<file path="src/rtl/seq_divider_if.sv">
// Start/done request bus between the execute stage (master) and seq_divider (slave).
interface seq_divider_if #(
    parameter int WIDTH = 32
);
    logic             i_start;
    logic             i_signed;
    logic [WIDTH-1:0] i_dividend;
    logic [WIDTH-1:0] i_divisor;
    logic             o_busy;
    logic             o_done;
    logic [WIDTH-1:0] o_quotient;
    logic [WIDTH-1:0] o_remainder;
    logic             o_div_by_zero;

    modport master (
        output i_start, i_signed, i_dividend, i_divisor,
        input  o_busy, o_done, o_quotient, o_remainder, o_div_by_zero
    );

    modport slave (
        input  i_start, i_signed, i_dividend, i_divisor,
        output o_busy, o_done, o_quotient, o_remainder, o_div_by_zero
    );
endinterface

</file>
<file path="src/rtl/seq_divider.sv">
// Iterative restoring divider, one quotient bit per clock (DIV/DIVU/REM/REMU).
// Optional macro SEQ_DIV_FAST_ZERO_EN: zero divisor bypasses the iteration phase.
module seq_divider #(
    parameter int WIDTH = 32
) (
    input  logic clk,
    input  logic rst,
    seq_divider_if.slave bus
);
    localparam int CW = $clog2(WIDTH + 1);

    localparam logic [1:0] IDLE = 2'd0;
    localparam logic [1:0] RUN  = 2'd1;
    localparam logic [1:0] FIX  = 2'd2;

    logic [1:0]       state_reg;
    logic [CW-1:0]    count_reg;
    logic [WIDTH-1:0] rem_reg;
    logic [WIDTH-1:0] dq_reg;        // dividend magnitude shifting out, quotient bits shifting in
    logic [WIDTH-1:0] div_mag_reg;
    logic [WIDTH-1:0] dividend_reg;
    logic             q_neg_reg;
    logic             r_neg_reg;
    logic             zero_reg;
    logic             busy_reg;
    logic             done_reg;
    logic             dbz_reg;
    logic [WIDTH-1:0] quotient_reg;
    logic [WIDTH-1:0] remainder_reg;

    logic             a_neg;
    logic             b_neg;
    logic [WIDTH-1:0] a_mag;
    logic [WIDTH-1:0] b_mag;
    logic [WIDTH-1:0] div_inv;
    logic [WIDTH+1:0] trial_next;

    always_comb begin
        a_neg = bus.i_signed & bus.i_dividend[WIDTH-1];
        b_neg = bus.i_signed & bus.i_divisor[WIDTH-1];
        a_mag = a_neg ? (~bus.i_dividend + WIDTH'(1)) : bus.i_dividend;
        b_mag = b_neg ? (~bus.i_divisor + WIDTH'(1)) : bus.i_divisor;
    end

    generate
        for (genvar gi = 0; gi < WIDTH; gi++) begin : g_inv
            assign div_inv[gi] = ~div_mag_reg[gi];
        end
    endgenerate

    // The shifted remainder can reach 2*divisor-1, so the subtract carries two
    // extra bits; the top bit is the borrow that decides restore vs. keep.
    assign trial_next = {1'b0, rem_reg, dq_reg[WIDTH-1]} + {2'b11, div_inv} + (WIDTH+2)'(1);

    always_ff @(posedge clk) begin
        if (rst) begin
            state_reg     <= IDLE;
            count_reg     <= '0;
            rem_reg       <= '0;
            dq_reg        <= '0;
            div_mag_reg   <= '0;
            dividend_reg  <= '0;
            q_neg_reg     <= 1'b0;
            r_neg_reg     <= 1'b0;
            zero_reg      <= 1'b0;
            busy_reg      <= 1'b0;
            done_reg      <= 1'b0;
            dbz_reg       <= 1'b0;
            quotient_reg  <= '0;
            remainder_reg <= '0;
        end else begin
            done_reg <= 1'b0;
            case (state_reg)
                IDLE: begin
                    busy_reg <= 1'b0;
                    // busy_reg still set here means we are in the done cycle
                    if (bus.i_start && !busy_reg) begin
                        busy_reg     <= 1'b1;
                        rem_reg      <= '0;
                        dq_reg       <= a_mag;
                        div_mag_reg  <= b_mag;
                        dividend_reg <= bus.i_dividend;
                        q_neg_reg    <= a_neg ^ b_neg;
                        r_neg_reg    <= a_neg;
                        zero_reg     <= (bus.i_divisor == '0);
                        count_reg    <= CW'(WIDTH);
`ifdef SEQ_DIV_FAST_ZERO_EN
                        state_reg    <= (bus.i_divisor == '0) ? FIX : RUN;
`else
                        state_reg    <= RUN;
`endif
                    end
                end
                RUN: begin
                    if (trial_next[WIDTH+1]) begin
                        rem_reg <= {rem_reg[WIDTH-2:0], dq_reg[WIDTH-1]};
                        dq_reg  <= {dq_reg[WIDTH-2:0], 1'b0};
                    end else begin
                        rem_reg <= trial_next[WIDTH-1:0];
                        dq_reg  <= {dq_reg[WIDTH-2:0], 1'b1};
                    end
                    count_reg <= count_reg - CW'(1);
                    if (count_reg == CW'(1)) begin
                        state_reg <= FIX;
                    end
                end
                FIX: begin
                    done_reg  <= 1'b1;
                    state_reg <= IDLE;
                    if (zero_reg) begin
                        quotient_reg  <= '1;
                        remainder_reg <= dividend_reg;
                        dbz_reg       <= 1'b1;
                    end else begin
                        quotient_reg  <= q_neg_reg ? (~dq_reg + WIDTH'(1)) : dq_reg;
                        remainder_reg <= r_neg_reg ? (~rem_reg + WIDTH'(1)) : rem_reg;
                        dbz_reg       <= 1'b0;
                    end
                end
                default: begin
                    state_reg <= IDLE;
                    busy_reg  <= 1'b0;
                end
            endcase
        end
    end

    assign bus.o_busy        = busy_reg;
    assign bus.o_done        = done_reg;
    assign bus.o_quotient    = quotient_reg;
    assign bus.o_remainder   = remainder_reg;
    assign bus.o_div_by_zero = dbz_reg;
endmodule

</file>
<file path="src/flat_wrapper.sv">
// flat-port wrapper written by rule: the top's interface ports become plain ports
module seq_divider_flat 
#(
    parameter int WIDTH = 32
)
  (clk, rst, bus_i_start, bus_i_signed, bus_i_dividend, bus_i_divisor, bus_o_busy, bus_o_done, bus_o_quotient, bus_o_remainder, bus_o_div_by_zero);
  seq_divider_if #(.WIDTH(WIDTH)) bus_i ();
  input  logic clk;
  input  logic rst;
  input wire logic [$bits(bus_i.i_start)-1:0] bus_i_start;
  input wire logic [$bits(bus_i.i_signed)-1:0] bus_i_signed;
  input wire logic [$bits(bus_i.i_dividend)-1:0] bus_i_dividend;
  input wire logic [$bits(bus_i.i_divisor)-1:0] bus_i_divisor;
  output wire logic [$bits(bus_i.o_busy)-1:0] bus_o_busy;
  output wire logic [$bits(bus_i.o_done)-1:0] bus_o_done;
  output wire logic [$bits(bus_i.o_quotient)-1:0] bus_o_quotient;
  output wire logic [$bits(bus_i.o_remainder)-1:0] bus_o_remainder;
  output wire logic [$bits(bus_i.o_div_by_zero)-1:0] bus_o_div_by_zero;
  assign bus_i.i_start = bus_i_start;
  assign bus_i.i_signed = bus_i_signed;
  assign bus_i.i_dividend = bus_i_dividend;
  assign bus_i.i_divisor = bus_i_divisor;
  assign bus_o_busy = bus_i.o_busy;
  assign bus_o_done = bus_i.o_done;
  assign bus_o_quotient = bus_i.o_quotient;
  assign bus_o_remainder = bus_i.o_remainder;
  assign bus_o_div_by_zero = bus_i.o_div_by_zero;
  seq_divider #(.WIDTH(WIDTH)) u_core (.clk(clk), .rst(rst), .bus(bus_i));
endmodule
</file>
<file path="config.mk">
export PLATFORM = sky130hd
export DESIGN_NAME = seq_divider_flat
export DESIGN_NICKNAME = d
export VERILOG_FILES = /design/src/rtl/seq_divider_if.sv /design/src/rtl/seq_divider.sv /design/src/flat_wrapper.sv
export SDC_FILE = /design/constraint.sdc
export NUM_CORES = 1
export LEC_CHECK = 0
export CORE_UTILIZATION = 65
export CTS_BUF_LIST = sky130_fd_sc_hd__clkbuf_16
export DETAILED_ROUTE_END_ITERATION = 8
export DONT_BUFFER_PORTS = 1
export HOLD_SLACK_MARGIN = 0.15
export PLACE_DENSITY = 0.78
export RECOVER_POWER = 25
export SLEW_MARGIN = 25
export SYNTH_ARGS = -nofsm -noshare
export SYNTH_HDL_FRONTEND = slang
export SYNTH_SLANG_ARGS = --single-unit
export TNS_END_PERCENT = 100
</file>
<file path="constraint.sdc">
create_clock -name clk -period 5.8 [get_ports clk]
set_input_delay 1.74 -clock clk [delete_from_list [all_inputs] [get_ports clk]]
set_output_delay 1.74 -clock clk [all_outputs]
set_load 0.1 [all_outputs]
</file>
==> summary by stage, run 1 <==
Synth
Synthesis produced a netlist with a net count of 1645. Counting every instance in the synthesized netlist gives 1535. The fraction of registers with async set/reset is 0%.

For this run, the number of Yosys warnings is 0. The synthesis-stage register bit count is 206. Of the post-synthesis cell area, the dominant cell type holds between 30% and 40%.

The synthesized design contains 0 enable-type register cells. Sorting the synthesized cells by area gives the leading types as dfxtp_1 34%, nor2_1 6.1%, xnor2_1 6.1%. The mapped netlist covers 12100 µm².

For this run, the register share of the synthesized area comes to approximately 34%. The flip-flop cell with the highest count after synthesis is dfxtp_1. Each instance of the synthesized netlist takes up on average 7.86 µm². The cell taking the most area after synthesis is dfxtp_1. After synthesis, the netlist uses 61 different library cells.

Clocking
The clock net in this run drives a total of ~210 sinks. Clock-pin slew was measured on the worst setup and hold paths at around 60 ps. CTS built an H-tree with a depth of 1. The clock passes through at most 3 buffers.

Buffers added to address setup during post-CTS repair amount to 0. The clock tree from TritonCTS is built. The clock reaches the later pin of the worst-skew pair after 520 ps. The number of hold buffers added after CTS was 0. Counting the buffers created by CTS gives 22. The tree is rooted in a clkbuf_16.

Post-CTS repair changed the size of 0 cells.

Timing
The post-route clock skew is 23.1 ps. In this run the tightest slew margin relative to its limit is -94.9%. The tightest hold path in the finished design has a slack of 453 ps. For the final routed database, the setup TNS stands at 0 ps. The smallest clock period supported by the final layout is computed as 4210 ps. For the pin with the worst max-slew slack, the measured transition is approximately 2900 ps. Setup slack on the critical path of the routed design comes to 1590 ps. Setup repair after global routing left no endpoint under its margin. The share of the clock period used by the worst path after layout is 72.6%. The count of final hold-check violations is 0. The count of pins over their slew limit is 112. The highest achievable clock rate is 0.237 GHz. The number of failing setup endpoints in the final timing report is 0.

Power
The static leakage is roughly 5.1 nW. The cell area power density is 298 nW/µm². The total power draw is 3.83 mW.

The peak supply drop is between 0.0002 and 0.00025 V.

Drt
The total via count after detailed routing is approximately 11000. Dividing the detail-routed wire length by the instance count gives 18.1 µm. Wires add up to 31100 µm.

Dividing the detail-routed via count by the number of cells gives around 6.3. Once detail routing completed, the nets flagged for antenna violations numbered 0. The total DRC errors in the routed layout is 12.

The detailed-routing iteration count for the pre-antenna-repair pass is 9. In this run, the number of DRC markers left after iteration 0 of detailed routing was 987.

Worst setup path
STA classifies the critical path startpoint as a primary input. The type of element capturing the critical path is a flop. The critical path in this run is classified as in -> reg. The reg-to-reg setup timing slack is 2020 ps. The worst register-to-register path ends at u_core.bus.o_remainder[1]$_SDFFE_PP0P_. The data required time at the worst endpoint is 6220 ps. The critical-path maximum fanout is 5. Counting cells, the worst reg-to-reg path comes to 4. For the worst setup path, the data arrival time is 4640 ps. The reg-to-reg startpoint is u_core.zero_reg$_SDFFE_PP0P_.

Die
The die covers 19100 µm². The initial standard-cell utilization of the core is between 60 and 70%. 135 I/O pins were placed. From left edge to right edge, the die measures ~140 µm.

Row generation in the floorplan step produced between 40 and 50 rows. The core region is 18100 µm². The y dimension of the die is 138 µm.

Place
Including well taps, the total number of placed cells is 1681. The cell area after placement is around 12000 µm². The detailed placement HPWL is around 22000 µm. Before CTS, the worst setup slack after placement is 1030 ps. During placement, the flow inserted port buffers numbering 0. At the end of routability-driven placement, the weighted congestion stood at 0.893.

Global routing
The total grt overflow is 0. The aggregate global-route resource usage is 32.3%. The global-route wire length before repair is 50700 µm. The maximum number of pins on one net before global-route repair is 179.

The via count of the first global-routing pass was roughly 9900. The number of antenna violations at the first check in global routing came to 0.

Layout
The number of non-filler instances in the completed layout is around 1700. The final net count is 1586. The post-route netlist has 4.36% of its cells at a drive strength greater than 1. Cells fill 71.1% of the core in the end.

The finished cells cover 12900 µm². The total inserted antenna cells is 0. The area growth from synthesis to final layout is 6.55%.

Worst hold path
Counting instances, the worst hold path has a depth of 2. The class of the most critical hold timing path is reg -> reg. The endpoint of the worst hold path is u_core.dividend_reg[28]$_SDFFE_PP0P_. The source of the worst hold timing path is u_core.dividend_reg[28]$_SDFFE_PP0P_.

Flow run
The max-cap violation count is 2.

Status
The flow ran to the end, but the final reports show violations. The final reports fail on design-rule violations, max-capacitance violations, max-slew violations.
layout make-up:
type	instances	area, µm²
timing repair buffer	11	75.1
clock buffer	22	551
fill	1521	5240
inverter	61	229
tap	229	287
sequential	206	4130
multi-input combinational	1174	7380
clock inverter	18	200
worst max-delay path, cell delays in order:
cell	delay [ps]
nor4_1	350
nand2_1	130
or4_1	480
or4_1	540
nor4_1	620
and2_1	300
a21oi_1	100
xnor2_1	160
a211oi_1	210
logic make-up after synthesis:
kind of cell	after synthesis	synth area share, %
AND/OR/NAND/NOR	520	18.9
flip-flops	206	34.2
AO/OA/AOI/OAI	403	21.7
XOR/XNOR	143	10.4
multiplexers	66	5.50
adder cells (fa/ha/maj)	42	4.42
buffers and inverters	155	4.91
layout by cell type (no fill, tap or decap), types with 7 or more instances in the layout:
cell	netlist	final
nor2_1	196	195
buf_4	0	9
dfxtp_1	206	202
inv_1	61	63
a21o_1	12	12
clkbuf_16	0	22
nand3_1	19	19
xor2_1	59	59
o21a_1	7	7
o31ai_1	31	31
o21ai_0	103	104
a211oi_1	37	37
nor4_1	17	17
a21oi_1	96	96
nor3_1	25	25
nand2_1	190	190
o22ai_1	28	28
or4_1	10	10
o41ai_1	14	14
nand2b_1	16	16
xnor2_1	84	84
ha_1	41	40
or3_1	11	11
a222oi_1	29	29
mux2i_1	64	64
worst max-delay path by stage:
stage                startpoint                             endpoint  slack [ps]  depth (start not counted)
6_report       bus_i_divisor[4]  u_core.div_mag_reg[28]$_SDFFE_PP0P_        1590                          9
5_1_grt        bus_i_divisor[4]  u_core.div_mag_reg[30]$_SDFFE_PP0P_        1310                          9
4_1_cts        bus_i_divisor[4]  u_core.div_mag_reg[28]$_SDFFE_PP0P_        1550                          9
3_5_place_dp   bus_i_divisor[4]  u_core.div_mag_reg[28]$_SDFFE_PP0P_        1030                          9
3_3_place_gp   bus_i_divisor[4]  u_core.div_mag_reg[30]$_SDFFE_PP0P_        1150                          9
2_1_floorplan  bus_i_divisor[4]  u_core.div_mag_reg[30]$_SDFFE_PP0P_        1530                          9
Yosys cell counts (6+ instances only):
cell type / instances
a211oi_1: 37
a21o_1: 12
a21oi_1: 96
a222oi_1: 29
a31oi_1: 6
buf_1: 8
clkbuf_1: 83
dfxtp_1: 206
ha_1: 41
inv_1: 61
mux2i_1: 64
nand2_1: 190
nand2b_1: 16
nand3_1: 19
nand4_1: 6
nor2_1: 196
nor2b_1: 6
nor3_1: 25
nor4_1: 17
o21a_1: 7
o21ai_0: 103
o22ai_1: 28
o31ai_1: 31
o41ai_1: 14
or3_1: 11
or4_1: 10
xnor2_1: 84
xor2_1: 59
metal layers:
layer	track usage (%)	vias to the layer above	routed length, µm
li1	-	5318	-
met1	45.1	4997	13900
met2	51.2	401	13900
met3	5.16	49	2540
met4	9.99	0	743
met5	0	-	0
where the power goes:
| group | switching (mW) | internal [mW] |
|---|---|---|
| logic | 0.442 | 0.291 |
| registers | 0.125 | 1.50 |
| clock network | 0.588 | 0.873 |
No activity file was read; power rests on OpenSTA's default activity.
==> run 2: changes to the inputs <==
--- a/config.mk
+++ b/config.mk
@@ -5,12 +5,12 @@
 export SDC_FILE = /design/constraint.sdc
 export NUM_CORES = 1
 export LEC_CHECK = 0
-export CORE_UTILIZATION = 65
+export CORE_UTILIZATION = 58
 export CTS_BUF_LIST = sky130_fd_sc_hd__clkbuf_16
 export DETAILED_ROUTE_END_ITERATION = 8
 export DONT_BUFFER_PORTS = 1
 export HOLD_SLACK_MARGIN = 0.15
-export PLACE_DENSITY = 0.78
+export PLACE_DENSITY = 0.73
 export RECOVER_POWER = 25
 export SLEW_MARGIN = 25
 export SYNTH_ARGS = -nofsm -noshare
==> constraint.sdc (replaced) <==
create_clock -name clk -period 3.6 [get_ports clk]
set_input_delay 1.08 -clock clk [delete_from_list [all_inputs] [get_ports clk]]
set_output_delay 1.08 -clock clk [all_outputs]
set_load 0.1 [all_outputs]
==> summary by stage, run 2 (synthesis results as in run 1) <==
Clocking
The clock root buffer is clkbuf_16. The post-cts gate resize count is 0 (unchanged). The clock tree from TritonCTS is built. The number of buffers on the longest clock path is 3 (unchanged). The deepest level of the CTS H-tree is 1 (unchanged). The hold-fix buffer count after cts was 0 (unchanged).

The clock network latency to the later pin of the worst-skew pair is 520 ps (about the same). The clock transition at the registers of the reported paths is 60 ps (about the same). The buffers inserted during post-CTS setup optimization came to 0 (unchanged). The clock sink total is 206 (unchanged). The number of buffers created by CTS came to 24 (+9.1%).

Place
The worst setup slack before clock tree synthesis came to 22.7 ps (-1010 ps). The detailed placement HPWL is 24000 µm (+8.4%). The count of buffers from port buffering is 0 (unchanged). The placer congestion estimate is 0.951 (+6.4%).

Power
The internal power came to 4.25 mW (+59%). The sequential cell fraction of total power is 42.7% (about the same). The peak supply drop is 0.000381 V (+77%).

The cell area power density is 466 nW/µm² (+57%). The clock share of power came to 37.6% (-0.6 points). The static leakage came to 5.22 nW (+3.1%). The combinational share of power is 19.7% (+0.5 points). The fraction of power spent switching nets is 30.5% (+0.27 points).

The net switching power figure is 1.86 mW (+61%).

Drt
The via density per instance is 6.11 (-2.4%). The post-detailed-route count of antenna-violating nets is 0 (unchanged). The total via count after detailed routing is 10900 (+1.7%). The routed wire length is 32700 µm (+5.2%).

The DRC violation total after the first TritonRoute iteration is 789 (-20%). The total DRC errors in the routed layout is 0 (-12). The mean routed wirelength per cell is 18.2 µm (+1.0%).

The detailed-routing iteration count for the pre-antenna-repair pass is 9 (unchanged).

Timing
The worst slew margin relative to its limit was -43.8% (+51 points). The number of failing setup endpoints in the final timing report is 0 (unchanged). The minimum hold slack is 455 ps (+1.45 ps). The post-route clock skew was 10.9 ps (-12.2 ps). The highest achievable clock rate is 0.295 GHz.

The count of pins over their slew limit is 60 (-46%). Setup repair after global routing left no endpoint under its margin. The slew at the pin closest to its max-slew limit came to 2160 ps (-766 ps). The smallest setup slack after layout is 209 ps (-1380 ps). The minimum period implied by the final worst setup slack is 3390 ps. The share of the clock period used by the worst path after layout is 94.2%. The total negative slack is 0 ps (unchanged). The count of final hold-check violations came to 0 (unchanged).

Layout
The fill cell instance count of the final layout came to 1828 (+20%). The final net count is 1617 (+2.0%). Compared with the post-synthesis result, the final layout area differs by 8.68%. Leaving out fill and tap cells, the most frequent cells in the layout are 203 x dfxtp_1, 194 x nor2_1, 190 x nand2_1.

The total inserted antenna cells came to 0 (unchanged). The share of layout cells above drive strength 1 came to 5.91% (+1.6 points). Leaving out fill and tap cells, the most frequent cell in the layout is dfxtp_1.

Die
The standard-cell row count is 52 (+6.1%). The die width came to 146 µm (+5.8%). The y dimension of the die was 146 µm (+5.8%).

The initial standard-cell utilization of the core is 59.4% (-7.3 points). The top-level port count was 135 (unchanged). The total core area is 20300 µm² (+12%). The area of the die is 21400 µm² (+12%).

Worst setup path
The largest stage delay on the critical path is 610 ps (about the same). The kind of start point of the critical path is a flop. The cell with the largest stage delay on the worst path is or4b_4. The type of the setup path with the least slack is reg -> reg. The critical path goes through or4_1 > or4b_4 > or3_4 > or4_4 > o31ai_4 > xor2_1 > o21ai_1 > mux2i_1 > nor2_1. The arrival time of data at the critical path endpoint is 3790 ps (-850 ps).

The data required time at the worst endpoint was 4000 ps (-2220 ps). The critical-path maximum fanout is 7 (+2). The type of element capturing the critical path is a flop.

Status
The run finished, with violations left. The checks that failed: max-capacitance violations, max-slew violations.

Global routing
The maximum number of pins on one net before global-route repair is 179 (unchanged). The aggregate global-route resource usage is 30.0% (-2.3 points). The global-route wire length before repair is 52100 µm (+2.7%). The via count of the first global-routing pass is 10000 (+0.85%). The total grt overflow is 0 (unchanged). The number of antenna violations at the first check in global routing came to 0 (unchanged).

Flow run
The max-cap violation count is 1 (-1).

Worst hold path
The class of the most critical hold timing path is reg -> reg.
## run 2: path summary, 6_finish.rpt
path                                         from                                 endpoint  slack [ps]  depth (start not counted)
max reg2reg       u_core.rem_reg[11]$_SDFFE_PP0P_  u_core.bus.o_remainder[28]$_SDFFE_PP0P_         210                          9
max               u_core.rem_reg[11]$_SDFFE_PP0P_  u_core.bus.o_remainder[28]$_SDFFE_PP0P_         210                          9
min reg2reg  u_core.dividend_reg[31]$_SDFFE_PP0P_     u_core.dividend_reg[31]$_SDFFE_PP0P_         450                          2
min          u_core.dividend_reg[31]$_SDFFE_PP0P_     u_core.dividend_reg[31]$_SDFFE_PP0P_         450                          2
## run 2: cell type report
type                            count  area, µm²  share of cell area [%]
Clock buffer                       24        601                    4.58
Clock inverter                     18        139                    1.06
Inverter                           61        229                    1.75
Multi-Input combinational cell   1174       7380                    56.3
Sequential cell                   206       4130                    31.5
Tap cell                          270        338                    2.58
Timing Repair Buffer               40        298                    2.27
## run 2: stage by stage
| stage | cell area (µm²) | util, % | power [mW] | cells |
|---|---|---|---|---|
| floorplan | 12100 | - | 3.59 | 1535 |
| global placement | 12400 | 61.1 | 3.83 | 1751 |
| detailed placement | 12400 | 61.1 | 3.85 | 1751 |
| CTS | 13100 | 64.7 | 6.13 | 1793 |
| global route | 13100 | 64.6 | 6.39 | 1793 |
| finish | 13100 | 64.6 | 6.11 | 1793 |
## run 2: power by group through the flow
stage,logic (mW),registers (mW),clock network (mW)
2_1_floorplan,0.975,2.62,0
3_3_place_gp,1.18,2.65,0
3_5_place_dp,1.20,2.65,0
4_1_cts,1.21,2.60,2.33
5_1_grt,1.35,2.62,2.42
6_report,1.21,2.61,2.30
## run 2: routing by layer
| metal | track usage [%] | wire [µm] | vias up |
|---|---|---|---|
| li1 | - | - | 5384 |
| met1 | 37.2 | 13600 | 5131 |
| met2 | 50.5 | 15400 | 364 |
| met3 | 6.00 | 2400 | 68 |
| met4 | 12.8 | 1310 | 0 |
| met5 | 0 | 0 | - |
## run 2: worst max-delay path: cells and delay by family, from the launching register on
family | cells | cell delay, ps
AOI/OAI and AO/OA | 2 | 260
xor gates and xnor gates | 1 | 160
and+or+nand+nor | 5 | 2250
DFF | 1 | 390
muxes | 1 | 220
